===== config.mk =====
export PLATFORM = sky130hd
export DESIGN_NAME = cmp_serial
export DESIGN_NICKNAME = d
export VERILOG_FILES = /design/src/rtl/cmp_pkg.sv /design/src/rtl/cmp_serial.sv
export SDC_FILE = /design/constraint.sdc
export NUM_CORES = 1
export LEC_CHECK = 0
export CAP_MARGIN = 15
export CORE_AREA = 2 2 42 44
export CTS_CLUSTER_SIZE = 16
export DETAILED_ROUTE_END_ITERATION = 8
export DIE_AREA = 0 0 44 46
export GPL_TIMING_DRIVEN = 0
export REMOVE_ABC_BUFFERS = 1
export SYNTH_ARGS = -nofsm -noshare
export SYNTH_HDL_FRONTEND = slang
export SYNTH_SLANG_ARGS = --single-unit

===== constraint.sdc =====
create_clock -name clk -period 1.5 [get_ports clk]
set_clock_uncertainty 0.1 [all_clocks]
set_input_delay 0.225 -clock clk [delete_from_list [all_inputs] [get_ports clk]]
set_output_delay 0.225 -clock clk [all_outputs]
set_load 0.1 [all_outputs]

===== src/rtl/cmp_pkg.sv =====
// Shared types and helpers for the bit-serial magnitude comparator.
//   cmp_state_t    : FSM states (IDLE, SHIFT, DONE)
//   CMP_W_DEFAULT  : default operand width
//   cmp_cnt_w()    : bit-counter width needed to count 0..WIDTH
package cmp_pkg;

    typedef enum logic [1:0] {
        IDLE  = 2'd0,
        SHIFT = 2'd1,
        DONE  = 2'd2
    } cmp_state_t;

    localparam int CMP_W_DEFAULT = 8;

    function automatic int cmp_cnt_w(input int width);
        return $clog2(width + 1);
    endfunction

endpackage


===== src/rtl/cmp_serial.sv =====
// Bit-serial unsigned magnitude comparator.
// Accepts one (a_bit, b_bit) pair per beat while busy; after WIDTH beats it
// pulses done for one cycle and presents eq/gt/lt, which are held until the
// next completed comparison or reset.
//
// Ports:
//   clk        in   rising-edge clock
//   rst_n      in   synchronous active-low reset
//   start      in   begin a new comparison (aborts any in progress)
//   bit_valid  in   a_bit/b_bit valid this cycle (only sampled in SHIFT)
//   a_bit      in   current bit of operand a
//   b_bit      in   current bit of operand b
//   busy       out  accepting bits
//   done       out  one-cycle completion pulse
//   eq/gt/lt   out  held comparison result
//
// Build option: CMP_SERIAL_LSB_FIRST_EN -- operands arrive LSB-first and the
// last differing bit decides; otherwise MSB-first and the first one decides.
module cmp_serial
    import cmp_pkg::*;
#(
    parameter int WIDTH = CMP_W_DEFAULT
) (
    input  logic clk,
    input  logic rst_n,
    input  logic start,
    input  logic bit_valid,
    input  logic a_bit,
    input  logic b_bit,
    output logic busy,
    output logic done,
    output logic eq,
    output logic gt,
    output logic lt
);

    localparam int CW = cmp_cnt_w(WIDTH);

    cmp_state_t     r_state;
    cmp_state_t     w_state_nxt;
    logic [CW-1:0]  r_cnt;
    logic           r_decided;
    logic           r_gt_bit;
    logic           r_lt_bit;
    logic           r_eq;
    logic           r_gt;
    logic           r_lt;

    logic           w_acc;
    logic           w_last;
    logic           w_diff;
    logic           w_take;
    logic           w_dec_n;
    logic           w_gt_n;
    logic           w_lt_n;

    // start wins over a beat presented in the same cycle: that pair is dropped.
    assign w_acc  = (r_state == SHIFT) && bit_valid && !start;
    assign w_last = (r_cnt == CW'(WIDTH - 1));
    assign w_diff = a_bit ^ b_bit;

`ifdef CMP_SERIAL_LSB_FIRST_EN
    // Later bits are more significant, so every difference overwrites.
    assign w_take = w_acc && w_diff;
`else
    // Earlier bits are more significant, so only the first difference counts.
    assign w_take = w_acc && w_diff && !r_decided;
`endif

    // Decision including the current beat, so the WIDTH-th bit can still
    // decide the result that is latched on the edge entering DONE.
    assign w_dec_n = r_decided || (w_acc && w_diff);
    assign w_gt_n  = w_take ? a_bit  : r_gt_bit;
    assign w_lt_n  = w_take ? !a_bit : r_lt_bit;

    always_comb begin
        w_state_nxt = r_state;
        busy        = 1'b0;
        done        = 1'b0;
        unique case (r_state)
            IDLE: begin
                if (start) w_state_nxt = SHIFT;
            end
            SHIFT: begin
                busy = 1'b1;
                if (start)
                    w_state_nxt = SHIFT;
                else if (w_acc && w_last)
                    w_state_nxt = DONE;
            end
            DONE: begin
                done        = 1'b1;
                w_state_nxt = start ? SHIFT : IDLE;
            end
            default: w_state_nxt = IDLE;
        endcase
    end

    always_ff @(posedge clk) begin
        if (!rst_n) begin
            r_state   <= IDLE;
            r_cnt     <= '0;
            r_decided <= 1'b0;
            r_gt_bit  <= 1'b0;
            r_lt_bit  <= 1'b0;
            r_eq      <= 1'b0;
            r_gt      <= 1'b0;
            r_lt      <= 1'b0;
        end else begin
            r_state <= w_state_nxt;
            if (start) begin
                // Result outputs are deliberately left alone here.
                r_cnt     <= '0;
                r_decided <= 1'b0;
                r_gt_bit  <= 1'b0;
                r_lt_bit  <= 1'b0;
            end else if (w_acc) begin
                r_cnt     <= r_cnt + CW'(1);
                r_decided <= w_dec_n;
                r_gt_bit  <= w_gt_n;
                r_lt_bit  <= w_lt_n;
                if (w_last) begin
                    r_eq <= !w_dec_n;
                    r_gt <= w_gt_n;
                    r_lt <= w_lt_n;
                end
            end
        end
    end

    assign eq = r_eq;
    assign gt = r_gt;
    assign lt = r_lt;

endmodule


==> results_tabular.tex <==
\begin{tabular}{lr}
\hline
Metric & Value \\
\hline
\multicolumn{2}{l}{\textbf{Outcome}} \\
Result of the run & finished clean \\
\multicolumn{2}{l}{\textbf{Synthesis}} \\
Number of unique standard cell types used by synthesis & 23 \\
Synthesized netlist cell count & 52 \\
Total of flip-flops plus latches after synthesis & 12 \\
Number of warnings reported in the yosys synthesis log & 0 \\
Top cell type's share of synthesized area & 45.93\% \\
Netlist area before placement & 523.0 µm² \\
Area leader, netlist & sky130\_fd\_sc\_hd\_\_dfxtp\_1 \\
Mean area per synthesized cell & 10.06 µm² \\
Top cells by area in the synthesized netlist & sky130\_fd\_sc\_hd\_\_dfxtp\_1 46\%, sky130\_fd\_sc\_hd\_\_nor2\_1 5.0\%, sky130\_fd\_sc\_hd\_\_xor2\_1 5.0\% \\
Sequential fraction of the synthesis area & 45.93\% \\
\multicolumn{2}{l}{\textbf{Global routing}} \\
Global Route Usage Sum & 10.92\% \\
Vias in the first global route & 379 \\
Initial antenna violation count & 0 \\
GRT Residual Overflow & 0 \\
Largest net degree at the start of global routing & 12 \\
Wire length of the first global-routing pass & 1.559 mm \\
\multicolumn{2}{l}{\textbf{Timing}} \\
Share of the clock period used by the worst path & 97.00\% \\
Finish-stage setup viols & 0 \\
Unrepaired setup endpoints after global routing & yes \\
Final Hold Fails & 0 \\
Max-slew violation count & 0 \\
Slew margin rel. & 65.87\% \\
Post-Route Hold Slack & 0.2333 ns \\
Final critical delay including setup and external delays & 1.455 ns \\
F\_max & 687.3 MHz \\
Pin slew with the least headroom to its limit & 0.5171 ns \\
\multicolumn{2}{l}{\textbf{Power}} \\
Power density over the cells & 821.3 nW/µm² \\
IR Drop Worst-Case VDD & 0.3480 mV \\
Static Leak & 0.3327 nW \\
\multicolumn{2}{l}{\textbf{Critical path}} \\
WP data arrival & 1.13 ns \\
Reg-to-reg startpoint & r\_state[1]\$\_SDFFE\_PN0P\_ \\
Data required time at the worst endpoint & 1.17 ns \\
Logic depth of the worst setup path including buffers & 1 \\
Crit path cell chain & clkdlybuf4s18\_2 \\
Crit path max-delay family & buffers and inverters \\
Critical Path Start Type & flop \\
Depth of the worst register-to-register path & 3 \\
Internal reg-to-reg setup slack & 0.07 ns \\
Slowest CP cell & sky130\_fd\_sc\_hd\_\_clkdlybuf4s18\_2 \\
Critical-path maximum fanout & 2 \\
CP startpoint & gt\$\_SDFFE\_PN0P\_ \\
Worst Path Class, Setup & reg -> out \\
Type of destination of the critical path & output pin \\
Worst setup path endpoint & gt \\
Worst path bufs/invs & 1 \\
Reg-to-reg critical path endpoint & lt\$\_SDFFE\_PN0P\_ \\
Maximum cell stage delay along the critical path & 0.54 ns \\
\multicolumn{2}{l}{\textbf{Placed design}} \\
Cells after DPL & 77 \\
Last weighted congestion value of the routability-driven placer & 0.6825 \\
Number of port buffers & 10 \\
Total half-perimeter wirelength after legalization and detailed placement & 653.5 µm \\
\multicolumn{2}{l}{\textbf{Finish}} \\
Filler Cell Count & 169 \\
Layout overhead on the synthesized area & 36.36\% \\
Ratio of cells with drive above 1 in the final layout & 28.36\% \\
Final net count & 76 \\
Most common library cell in the layout ignoring fill and taps & sky130\_fd\_sc\_hd\_\_dfxtp\_1 \\
Antenna diodes & 0 \\
Most used cells in the layout excluding fill and tap cells & 10 x sky130\_fd\_sc\_hd\_\_dfxtp\_1, 7 x sky130\_fd\_sc\_hd\_\_nor2\_1, 4 x sky130\_fd\_sc\_hd\_\_a21oi\_1, 4 x sky130\_fd\_sc\_hd\_\_buf\_4 \\
Layout Cells excl Fill & 84 \\
\multicolumn{2}{l}{\textbf{Detailed routing}} \\
Number of DRC markers after the initial detailed-route iteration & 2 \\
Routed length per instance & 12.49 µm \\
Count of TritonRoute iterations in the first routing pass & 2 \\
Total wire length & 1.049 mm \\
Avg Vias per Cell & 5.143 \\
Remaining DRCs & 0 \\
Count of vias placed by the detailed router & 432 \\
Routed Antenna Nets & 0 \\
\multicolumn{2}{l}{\textbf{Floorplan}} \\
Die height & 46 µm \\
Initial core utilization & 32.40\% \\
Boundary pin count & 11 \\
Number of rows in the core area & 15 \\
Horizontal die dimension & 44 µm \\
Core Area & 1614 µm² \\
Die footprint & 2024 µm² \\
\multicolumn{2}{l}{\textbf{CTS}} \\
Sink Count & 12 \\
Root buf cell & sky130\_fd\_sc\_hd\_\_clkbuf\_4 \\
Number of buffers on the longest clock path & 2 \\
Clock tree from TritonCTS & yes \\
Clock-pin slew of the registers on the worst-case setup and hold paths & 0.07 ns \\
Maximum level of the CTS H-tree & 1 \\
Total clock buffers created by CTS & 3 \\
Worst-Skew Late Latency & 0.26 ns \\
\multicolumn{2}{l}{\textbf{Flow run}} \\
Max-cap violation count & 0 \\
\multicolumn{2}{l}{\textbf{Hold path}} \\
Hold WC Path Type & in -> reg \\
\hline
\end{tabular}
## stage by stage
step | setup slack, ns | TNS, ns | cell area, µm² | total power [W] | utilization, %
finish | 0.04502 | 0 | 713.2 | 0.0005858 | 44.19
global route | -0.01321 | -0.02199 | 713.2 | 0.0006207 | 44.19
CTS | -0.09891 | -0.2883 | 651.9 | 0.0005859 | 40.39
detailed placement | -0.5632 | -6.701 | 629.4 | 0.0003923 | 38.99
global placement | -0.5493 | -6.515 | 629.4 | 0.0003915 | 38.99
floorplan | -0.5447 | -0.5500 | 508.0 | 0.0003670 | -
## cells by family after synthesis
kind of cell | synth area share [%]
buffers and inverters | 3.587
adders and majority gates | 2.392
muxes | 3.828
xor gates and xnor gates | 6.700
DFF | 45.93
AOI/OAI and AO/OA | 12.92
and+or+nand+nor | 24.64
## cells in the mapped netlist
library cell / n
sky130_fd_sc_hd__a211oi_1: 3
sky130_fd_sc_hd__a21boi_0: 1
sky130_fd_sc_hd__a21oi_1: 4
sky130_fd_sc_hd__and2b_1: 1
sky130_fd_sc_hd__and4bb_1: 1
sky130_fd_sc_hd__buf_1: 1
sky130_fd_sc_hd__buf_6: 1
sky130_fd_sc_hd__dfxtp_1: 12
sky130_fd_sc_hd__ha_1: 1
sky130_fd_sc_hd__inv_1: 1
sky130_fd_sc_hd__mux2i_1: 2
sky130_fd_sc_hd__nand2_1: 2
sky130_fd_sc_hd__nand2b_1: 1
sky130_fd_sc_hd__nand3_1: 2
sky130_fd_sc_hd__nand3b_1: 1
sky130_fd_sc_hd__nand4_1: 1
sky130_fd_sc_hd__nand4b_4: 1
sky130_fd_sc_hd__nor2_1: 7
sky130_fd_sc_hd__nor2b_1: 2
sky130_fd_sc_hd__nor4b_1: 1
sky130_fd_sc_hd__o41ai_1: 2
sky130_fd_sc_hd__xnor2_1: 1
sky130_fd_sc_hd__xor2_1: 3
## registers in the layout (all words and copies together) (netlist names)
register,flops
lt,1
r_gt_bit,1
r_lt_bit,1
r_decided,1
r_cnt,4
gt,1
r_state,2
eq,1
## what timing repair did
item,CTS,global route
gates cloned,0,1
buffers inserted,0,3
endpoints found under the setup margin,15,11
pin swaps,1,2
resized for setup,23,14
hold buffers,0,0
## worst min-delay path by stage
stage	startpoint	endpoint	slack (ns)	depth (start not counted)
after floorplan	rst_n	gt$_SDFFE_PN0P_	0.26	2
after global placement	gt$_SDFFE_PN0P_	gt$_SDFFE_PN0P_	0.36	2
after detailed placement	gt$_SDFFE_PN0P_	gt$_SDFFE_PN0P_	0.36	2
after CTS	gt$_SDFFE_PN0P_	gt$_SDFFE_PN0P_	0.38	2
after global routing	start	r_state[0]$_SDFFE_PN0P_	0.29	3
final	start	r_state[0]$_SDFFE_PN0P_	0.23	3
## report_power, final
part	switching (W)	internal, W	leakage (nW)
combinational	0.0000393	0.0000300	0.221
clock	0.0000982	0.0000926	0.0138
sequential	0.00000365	0.000322	0.0977
total	0.000141	0.000445	0.333
## per-layer routing
| layer | track usage, % | wire length, µm | vias to the layer above |
|---|---|---|---|
| met5 | 0 | 0 | - |
| met1 | 14.15 | 500 | 201 |
| met3 | 2.778 | 59 | 2 |
| met4 | 9.091 | 13 | 0 |
| met2 | 15.00 | 476 | 9 |
| li1 | - | - | 220 |
## cell type report
class | instances | area (µm²) | area share [%]
multi-input combinational | 38 | 301.5 | 42.28
clock buffer | 3 | 22.52 | 3.158
inverter | 1 | 3.754 | 0.5263
timing repair buffer | 13 | 121.4 | 17.02
tap | 17 | 21.27 | 2.982
sequential | 12 | 242.7 | 34.04
(Power assumes the default switching activity.)
